[src/rtl/prbs_sched_if.sv]
// Output word stream of prbs_sched: valid/ready handshake carrying the LFSR word,
// the owning requester index and the last-word flag.
interface prbs_sched_if #(
  parameter int unsigned N    = 8,
  parameter int unsigned NREQ = 4
);
  localparam int unsigned IDW = (NREQ > 1) ? $clog2(NREQ) : 1;

  logic           o_valid;
  logic           i_ready;
  logic [N-1:0]   o_data;
  logic [IDW-1:0] o_id;
  logic           o_last;

  modport master (output o_valid, o_data, o_id, o_last, input i_ready);
  modport slave  (input o_valid, o_data, o_id, o_last, output i_ready);
endinterface

[src/rtl/prbs_sched.sv]
// Round-robin burst scheduler driving an external LFSR and streaming its words per requester.
// Optional macro PRBS_SCHED_CTX_SAVE_EN keeps a per-requester LFSR context so sequences resume.
module prbs_sched #(
  parameter int unsigned N    = 8,
  parameter int unsigned NREQ = 4,
  parameter int unsigned LENW = 8
) (
  input  logic                 i_clk,
  input  logic                 i_rst,
  input  logic [NREQ-1:0]      i_req,
  input  logic [NREQ*N-1:0]    i_seed,
  input  logic [NREQ*LENW-1:0] i_len,
  output logic [NREQ-1:0]      o_gnt,
  output logic [NREQ-1:0]      o_done,
  output logic                 o_lfsr_load,
  output logic                 o_lfsr_count_en,
  output logic [N-1:0]         o_lfsr_seed,
  input  logic [N-1:0]         i_lfsr,
  output logic                 o_busy,
  prbs_sched_if.master         strm
);
  localparam int unsigned IDW = (NREQ > 1) ? $clog2(NREQ) : 1;

  typedef enum logic [1:0] {IDLE, LOAD, RUN, DONE} state_t;

  state_t          state, state_n;
  logic [IDW-1:0]  rr_ptr, rr_ptr_n;
  logic [IDW-1:0]  cur_id, cur_id_n;
  logic [LENW-1:0] remaining, remaining_n;

  logic [NREQ-1:0] gnt_q, gnt_n;
  logic [NREQ-1:0] done_q, done_n;
  logic            load_q, load_n;
  logic [N-1:0]    seed_q, seed_n;
  logic            valid_q, valid_n;
  logic [IDW-1:0]  id_q, id_n;
  logic            last_q, last_n;
  logic            busy_q, busy_n;

  logic [N-1:0]    seed_arr [NREQ];
  logic [LENW-1:0] len_arr  [NREQ];
  logic            sel_found;
  logic [IDW-1:0]  sel_idx;
  logic [IDW-1:0]  cand;
  logic [N-1:0]    seed_raw;
  logic [N-1:0]    seed_eff;
  logic            xfer;

  // Unpack the flat per-requester buses.
  always_comb begin
    for (int unsigned k = 0; k < NREQ; k++) begin
      seed_arr[k] = i_seed[k*N +: N];
      len_arr[k]  = i_len[k*LENW +: LENW];
    end
  end

  // First requester at or after rr_ptr, wrapping modulo NREQ.
  always_comb begin
    sel_found = 1'b0;
    sel_idx   = '0;
    cand      = '0;
    for (int unsigned k = 0; k < NREQ; k++) begin
      cand = IDW'((32'(rr_ptr) + k) % NREQ);
      if (!sel_found && i_req[cand]) begin
        sel_found = 1'b1;
        sel_idx   = cand;
      end
    end
  end

`ifdef PRBS_SCHED_CTX_SAVE_EN
  logic [N-1:0]    ctx_state [NREQ];
  logic [NREQ-1:0] ctx_valid;

  always_ff @(posedge i_clk or posedge i_rst) begin
    if (i_rst) begin
      ctx_valid <= '0;
      for (int unsigned k = 0; k < NREQ; k++) ctx_state[k] <= '0;
    end else if (state == DONE) begin
      ctx_state[cur_id] <= i_lfsr;
      ctx_valid[cur_id] <= 1'b1;
    end
  end

  assign seed_raw = ctx_valid[sel_idx] ? ctx_state[sel_idx] : seed_arr[sel_idx];
`else
  assign seed_raw = seed_arr[sel_idx];
`endif

  // All-zero is the LFSR lock-up state.
  assign seed_eff = (seed_raw == '0) ? N'(1) : seed_raw;
  assign xfer     = valid_q & strm.i_ready;

  always_comb begin
    state_n     = state;
    rr_ptr_n    = rr_ptr;
    cur_id_n    = cur_id;
    remaining_n = remaining;
    gnt_n       = '0;
    done_n      = '0;
    load_n      = 1'b0;
    seed_n      = '0;
    valid_n     = 1'b0;
    id_n        = '0;
    last_n      = 1'b0;
    unique case (state)
      IDLE: begin
        if (sel_found) begin
          state_n     = LOAD;
          cur_id_n    = sel_idx;
          remaining_n = len_arr[sel_idx];
          gnt_n       = NREQ'(1) << sel_idx;
          load_n      = (len_arr[sel_idx] != '0);
          seed_n      = load_n ? seed_eff : '0;
        end
      end
      LOAD: begin
        gnt_n = gnt_q;
        if (remaining == '0) begin
          state_n = DONE;
          done_n  = gnt_q;
        end else begin
          state_n = RUN;
          valid_n = 1'b1;
          id_n    = cur_id;
          last_n  = (remaining == LENW'(1));
        end
      end
      RUN: begin
        gnt_n   = gnt_q;
        valid_n = 1'b1;
        id_n    = cur_id;
        last_n  = last_q;
        if (xfer) begin
          remaining_n = remaining - LENW'(1);
          if (last_q) begin
            state_n = DONE;
            valid_n = 1'b0;
            id_n    = '0;
            last_n  = 1'b0;
            done_n  = gnt_q;
          end else begin
            last_n = (remaining == LENW'(2));
          end
        end
      end
      DONE: begin
        state_n  = IDLE;
        rr_ptr_n = (cur_id == IDW'(NREQ - 1)) ? '0 : cur_id + IDW'(1);
      end
    endcase
    busy_n = (state_n != IDLE);
  end

  always_ff @(posedge i_clk or posedge i_rst) begin
    if (i_rst) begin
      state     <= IDLE;
      rr_ptr    <= '0;
      cur_id    <= '0;
      remaining <= '0;
      gnt_q     <= '0;
      done_q    <= '0;
      load_q    <= 1'b0;
      seed_q    <= '0;
      valid_q   <= 1'b0;
      id_q      <= '0;
      last_q    <= 1'b0;
      busy_q    <= 1'b0;
    end else begin
      state     <= state_n;
      rr_ptr    <= rr_ptr_n;
      cur_id    <= cur_id_n;
      remaining <= remaining_n;
      gnt_q     <= gnt_n;
      done_q    <= done_n;
      load_q    <= load_n;
      seed_q    <= seed_n;
      valid_q   <= valid_n;
      id_q      <= id_n;
      last_q    <= last_n;
      busy_q    <= busy_n;
    end
  end

  // Count-enable follows the live handshake; data passes the external LFSR through.
  assign o_lfsr_count_en = xfer;
  assign strm.o_data     = valid_q ? i_lfsr : '0;
  assign strm.o_valid    = valid_q;
  assign strm.o_id       = id_q;
  assign strm.o_last     = last_q;
  assign o_gnt           = gnt_q;
  assign o_done          = done_q;
  assign o_lfsr_load     = load_q;
  assign o_lfsr_seed     = seed_q;
  assign o_busy          = busy_q;
endmodule

[src/flat_wrapper.sv]
// flat-port wrapper written by rule: the top's interface ports become plain ports
module prbs_sched_flat 
#(
  parameter int unsigned N    = 8,
  parameter int unsigned NREQ = 4,
  parameter int unsigned LENW = 8
)
  (i_clk, i_rst, i_req, i_seed, i_len, o_gnt, o_done, o_lfsr_load, o_lfsr_count_en, o_lfsr_seed, i_lfsr, o_busy, strm_o_valid, strm_o_data, strm_o_id, strm_o_last, strm_i_ready);
  prbs_sched_if #(.N(N), .NREQ(NREQ)) strm_i ();
  input  logic i_clk;
  input  logic i_rst;
  input  logic [NREQ-1:0] i_req;
  input  logic [NREQ*N-1:0] i_seed;
  input  logic [NREQ*LENW-1:0] i_len;
  output logic [NREQ-1:0] o_gnt;
  output logic [NREQ-1:0] o_done;
  output logic o_lfsr_load;
  output logic o_lfsr_count_en;
  output logic [N-1:0] o_lfsr_seed;
  input  logic [N-1:0] i_lfsr;
  output logic o_busy;
  output wire logic [$bits(strm_i.o_valid)-1:0] strm_o_valid;
  output wire logic [$bits(strm_i.o_data)-1:0] strm_o_data;
  output wire logic [$bits(strm_i.o_id)-1:0] strm_o_id;
  output wire logic [$bits(strm_i.o_last)-1:0] strm_o_last;
  input wire logic [$bits(strm_i.i_ready)-1:0] strm_i_ready;
  assign strm_o_valid = strm_i.o_valid;
  assign strm_o_data = strm_i.o_data;
  assign strm_o_id = strm_i.o_id;
  assign strm_o_last = strm_i.o_last;
  assign strm_i.i_ready = strm_i_ready;
  prbs_sched #(.N(N), .NREQ(NREQ), .LENW(LENW)) u_core (.i_clk(i_clk), .i_rst(i_rst), .i_req(i_req), .i_seed(i_seed), .i_len(i_len), .o_gnt(o_gnt), .o_done(o_done), .o_lfsr_load(o_lfsr_load), .o_lfsr_count_en(o_lfsr_count_en), .o_lfsr_seed(o_lfsr_seed), .i_lfsr(i_lfsr), .o_busy(o_busy), .strm(strm_i));
endmodule
[config.mk]
export PLATFORM = sky130hd
export DESIGN_NAME = prbs_sched_flat
export DESIGN_NICKNAME = d
export VERILOG_FILES = /design/src/rtl/prbs_sched_if.sv /design/src/rtl/prbs_sched.sv /design/src/flat_wrapper.sv
export SDC_FILE = /design/constraint.sdc
export NUM_CORES = 1
export LEC_CHECK = 0
export ABC_AREA = 1
export ABC_CLOCK_PERIOD_IN_PS = 3740
export CORE_ASPECT_RATIO = 0.6
export CORE_MARGIN = 5
export CORE_UTILIZATION = 40
export CTS_BUF_LIST = sky130_fd_sc_hd__clkbuf_8
export DETAILED_ROUTE_END_ITERATION = 7
export HOLD_SLACK_MARGIN = 0.1
export PLACE_DENSITY = 0.83
export SYNTH_ARGS = -nofsm -noshare
export SYNTH_HDL_FRONTEND = slang
export SYNTH_SLANG_ARGS = --single-unit
[constraint.sdc]
create_clock -name i_clk -period 3.74 [get_ports i_clk]
set_input_delay 0.748 -clock i_clk [delete_from_list [all_inputs] [get_ports i_clk]]
set_output_delay 0.748 -clock i_clk [all_outputs]
set_load 0.01 [all_outputs]
==> results.md <==
Run status:
- The run finished with clean final reports.

Pwr:
- Combinational logic burns 72.6% of the power.
- For this design the total switching power over the nets is around 2000 uW.
- The switching part of the total is 54.5%.
- The maximum resistive drop on vdd is between 0.4 and 0.5 mV.
- Per report_power, the clock group accounts for roughly a tenth of the total.
- Sequential cells account for 18.1% of the total power.
- The overall power is 3580 uW.
- Dividing total power by cell area gives a power density of 889 nW/um^2.
- The internal power summed over all cells is 1630 uW.
- The analysis attributes to cell leakage a power of roughly 0.0021 uW.

Cells and area:
- The layout cell share with drive strength beyond 1 is 4.91%.
- Relative to the synthesized area, the layout overhead comes to 44.5%.
- The area of the multi-input gates is 1490 um^2.
- The area taken by flip-flops and latches is 901 um^2.
- The net count of the finished layout is 636.
- The filler cell count in the final layout is 610.
- At the end of the flow the core is filled with cells to 59.8%.
- The number of diodes added for antenna fixing is 0.

Global routing:
- The wire length of the first global-routing pass is 13.8 mm.
- The maximum number of pins on one net before global-route repair is 37.
- In the global route stage, met3 resource usage came out at 4.65%.
- After global routing, the most crowded layer is met2.
- The number of global-route vias before repair is 2912.
- The total congestion overflow after global routing is 0.
- The combined global-route utilization of all metal layers is between 10% and 20%.
- Global routing used 27.2% of the available met1 tracks.
- Global routing used between 30 and 40% of the available met2 tracks.
- The initial antenna violation count is 0.

Clock network:
- Clock-pin slew was measured on the worst setup and hold paths at 0.07 ns.
- Clock latency on the worst-skew pair, taken at its later pin, is ~0.29 ns.
- The TritonCTS buffer count is 5.
- The hold buffer count at cts is 0.
- The clock sink total is 36.
- The CTS tree is yes.
- CTS built an H-tree with a depth of 2.
- Counting along the longest clock path gives a buffer depth of 2.
- Gates resized during post-CTS repair numbered 0.
- The tree is rooted in a sky130_fd_sc_hd__clkbuf_8.
- The post-CTS setup buffer count is 0.

STA:
- The final critical-path required period is 3.16 ns.
- Setup violations remaining at the end of the flow were counted as 0.
- In the final timing run, aggregate negative setup slack is 0 ns.
- The final critical path takes up between 80% and 90% of the cycle.
- The final number of max-transition violations is 0.
- Setup repair after global routing left no endpoint under its margin.
- The final setup slack of the worst path is 0.579 ns.
- The clock tree skew after final layout is 0.00475 ns.
- Headroom to the max-slew limit came out at 62.0%.
- The final count of hold timing violations is 0.
- Derived from the worst setup path, the maximum achievable clock frequency is 0.316 GHz.
- For the pin with the worst max-slew slack, the measured transition is 0.567 ns.

Logic synthesis:
- The register bit total from synthesis is 36.
- The predominant post-synthesis flop cell is sky130_fd_sc_hd__dfrtp_1.
- Yosys printed 0 warnings.
- The proportion of register bits with asynchronous set or reset after synthesis is 100%.
- A synthesized cell averages between 6 and 7 um^2.
- After synthesis, the most frequently instantiated cells are 176 x sky130_fd_sc_hd__nand2_1, 72 x sky130_fd_sc_hd__inv_1, 36 x sky130_fd_sc_hd__dfrtp_1.
- The synthesized netlist cell count is 447.
- By instance count, the leading cell after synthesis is sky130_fd_sc_hd__nand2_1.
- The net count after synthesis is between 500 and 600.
- Counting flops with a built-in enable in the synthesized netlist gives 0.
- Yosys mapped the design onto 32 distinct sky130hd cell types.
- After synthesis the cells add up to 2790 um^2.
- Ranked by total cell area, the synthesized netlist is headed by sky130_fd_sc_hd__dfrtp_1 32%, sky130_fd_sc_hd__nand2_1 24%, sky130_fd_sc_hd__inv_1 9.7%, sky130_fd_sc_hd__nand4_1 6.1%, sky130_fd_sc_hd__nor2_1 4.0%.
- The synthesized design devotes to its leading area cell type 32.3% of total area.
- The largest total area in the synthesized netlist belongs to sky130_fd_sc_hd__dfrtp_1.
- Sequential cells were found to cover 32.3% of the synthesized design area.

Detailed routing:
- Summed over all layers, the routed wires come to roughly 8.5 mm.
- In the routed layout, each cell is associated on average with a via count of 5.00.
- In the final routed layout, each cell accounts on average for ~13 um.
- After the first detailed-routing iteration, the DRC count stood at 255.
- For this run, the detailed router's first-pass iteration total came to 4.
- The via count is 3182.
- The post-detailed-route DRC marker count is 0.
- The count of nets left with antenna violations once routing finished came out at 0.

Worst setup path:
- Of all nets on the critical path, the largest fanout is 35.
- The startpoint-to-endpoint class of the critical path is in2reg.
- The data required time at the worst endpoint is roughly 3.9 ns.
- The element type at the critical path end is a flop.
- The sort of element at the start of the critical path is an input port.
- The worst path arrival time is 3.34 ns.

Placement:
- The number of input and output port buffers inserted is 109.
- At the end of routability-driven placement, the weighted congestion stood at 0.872.
- The worst slack at placement is ~0.35 ns.
- The estimated wirelength of the detail-placed design is 6.83 mm.

Floorplan:
- During I/O placement, the number of pins put on the boundary was 110.
- The floorplan die height is 74.7 um.
- The floorplan step defined a die boundary enclosing 8790 um^2.
- The total area inside the core boundary comes to between 6000 and 7000 um^2.
- The effective utilization at floorplan is 41.4%.
- The floorplan die width is 118 um.
- The number of core rows is 23.

Hold path:
- The path class of the lowest-slack min-delay path is reg2reg.

Run:
- The reported max-cap violation count is 0.
[worst max-delay path: stages]
cell and delay [ns]:
sky130_fd_sc_hd__clkdlybuf4s50_1 0.42, sky130_fd_sc_hd__inv_1 0.08, sky130_fd_sc_hd__nand2_1 0.08, sky130_fd_sc_hd__nand3_1 0.15, sky130_fd_sc_hd__nand2_2 0.09, sky130_fd_sc_hd__nor2_4 0.17, sky130_fd_sc_hd__nand3_4 0.29, sky130_fd_sc_hd__nand3_4 0.43
sky130_fd_sc_hd__nand2_1 0.10, sky130_fd_sc_hd__o21ai_1 0.11, sky130_fd_sc_hd__nand2_1 0.09, sky130_fd_sc_hd__nand2_1 0.07, sky130_fd_sc_hd__nand2_1 0.05, sky130_fd_sc_hd__nor2_1 0.12, sky130_fd_sc_hd__nand2_1 0.11, sky130_fd_sc_hd__nand2_4 0.13
sky130_fd_sc_hd__nor2_1 0.06
[logic make-up after synthesis]
family	after synthesis	share of synthesized area (%)
DFF	36	32.3
buffers and inverters	96	14.1
AOI/OAI and AO/OA	42	8.67
and+or+nand+nor	265	41.4
adders and majority gates	8	3.59
[power groups by stage]
stage / logic, uW / registers, uW / clock network (uW)
global placement: 2470 / 651 / 0
floorplan: 1940 / 639 / 0
finish: 2600 / 649 / 333
detailed placement: 2560 / 652 / 0
global route: 2960 / 669 / 354
CTS: 2570 / 646 / 340
[worst paths after layout]
path,from,to,slack [ns],depth (start not counted)
worst max-delay path,i_req[1],u_core.o_lfsr_seed[4]$_DFF_PP0_,0.58,17
worst min-delay path,u_core.remaining[5]$_DFFE_PP0P_,u_core.remaining[5]$_DFFE_PP0P_,0.52,2
worst max register to register,u_core.rr_ptr[0]$_DFFE_PP0N_,u_core.o_lfsr_seed[4]$_DFF_PP0_,0.85,16
worst min register to register,u_core.remaining[5]$_DFFE_PP0P_,u_core.remaining[5]$_DFFE_PP0P_,0.52,2
max in group asynchronous,i_rst,u_core.remaining[5]$_DFFE_PP0P_,2.55,3
min in group asynchronous,i_rst,u_core.strm.o_valid$_DFF_PP0_,0.88,3
[state kept, by name (all words and copies together), names as in the netlist]
signal and cells:
u_core.strm.o_id 2, u_core.remaining 8, u_core.rr_ptr 2, u_core.cur_id 2
u_core.strm.o_last 1, u_core.o_lfsr_seed 8, u_core.o_busy 1, u_core.o_done 4
u_core.strm.o_valid 1, u_core.o_gnt 4, u_core.state 2, u_core.o_lfsr_load 1
[through the flow]
stage / instance area, um^2 / hold slack [ns] / std cells
finish: 4030 / 0.523 / 637
global route: 4030 / 0.561 / 637
CTS: 4030 / 0.518 / 637
detailed placement: 3920 / 0.500 / 629
global placement: 3920 / 0.486 / 629
floorplan: 2790 / 0.465 / 447
[final cells by class]
cell class / count / area share (%)
clock inverter: 3 / 0.963
multi-input combinational: 315 / 37.1
inverter: 78 / 7.33
timing repair buffer: 113 / 27.8
clock buffer: 5 / 1.71
sequential: 36 / 22.4
tap: 87 / 2.70
[routing by layer]
layer | share of wire [%] | wire, um
met2 | 44 | 3700
met1 | 48 | 4090
met4 | 0.72 | 61
met5 | 0 | 0
met3 | 7.3 | 622
[cells in the final DEF, fill, tap and decap left out, drive strengths merged]
cell	instances
nand2	180
clkdlybuf4s50	109
inv	79
dfrtp	36
nor2	31
nand4	27
o21ai	19
nand3	18
a21oi	11
ha	8
nor3	7
clkbuf	5
buf	4
o22ai	3
a31oi	3
o32ai	2
nand3b	1
or2	1
o31ai	1
a22oi	1
a22o	1
o311ai	1
bufinv	1
clkinv	1
Power figures use the tool's default switching activity.
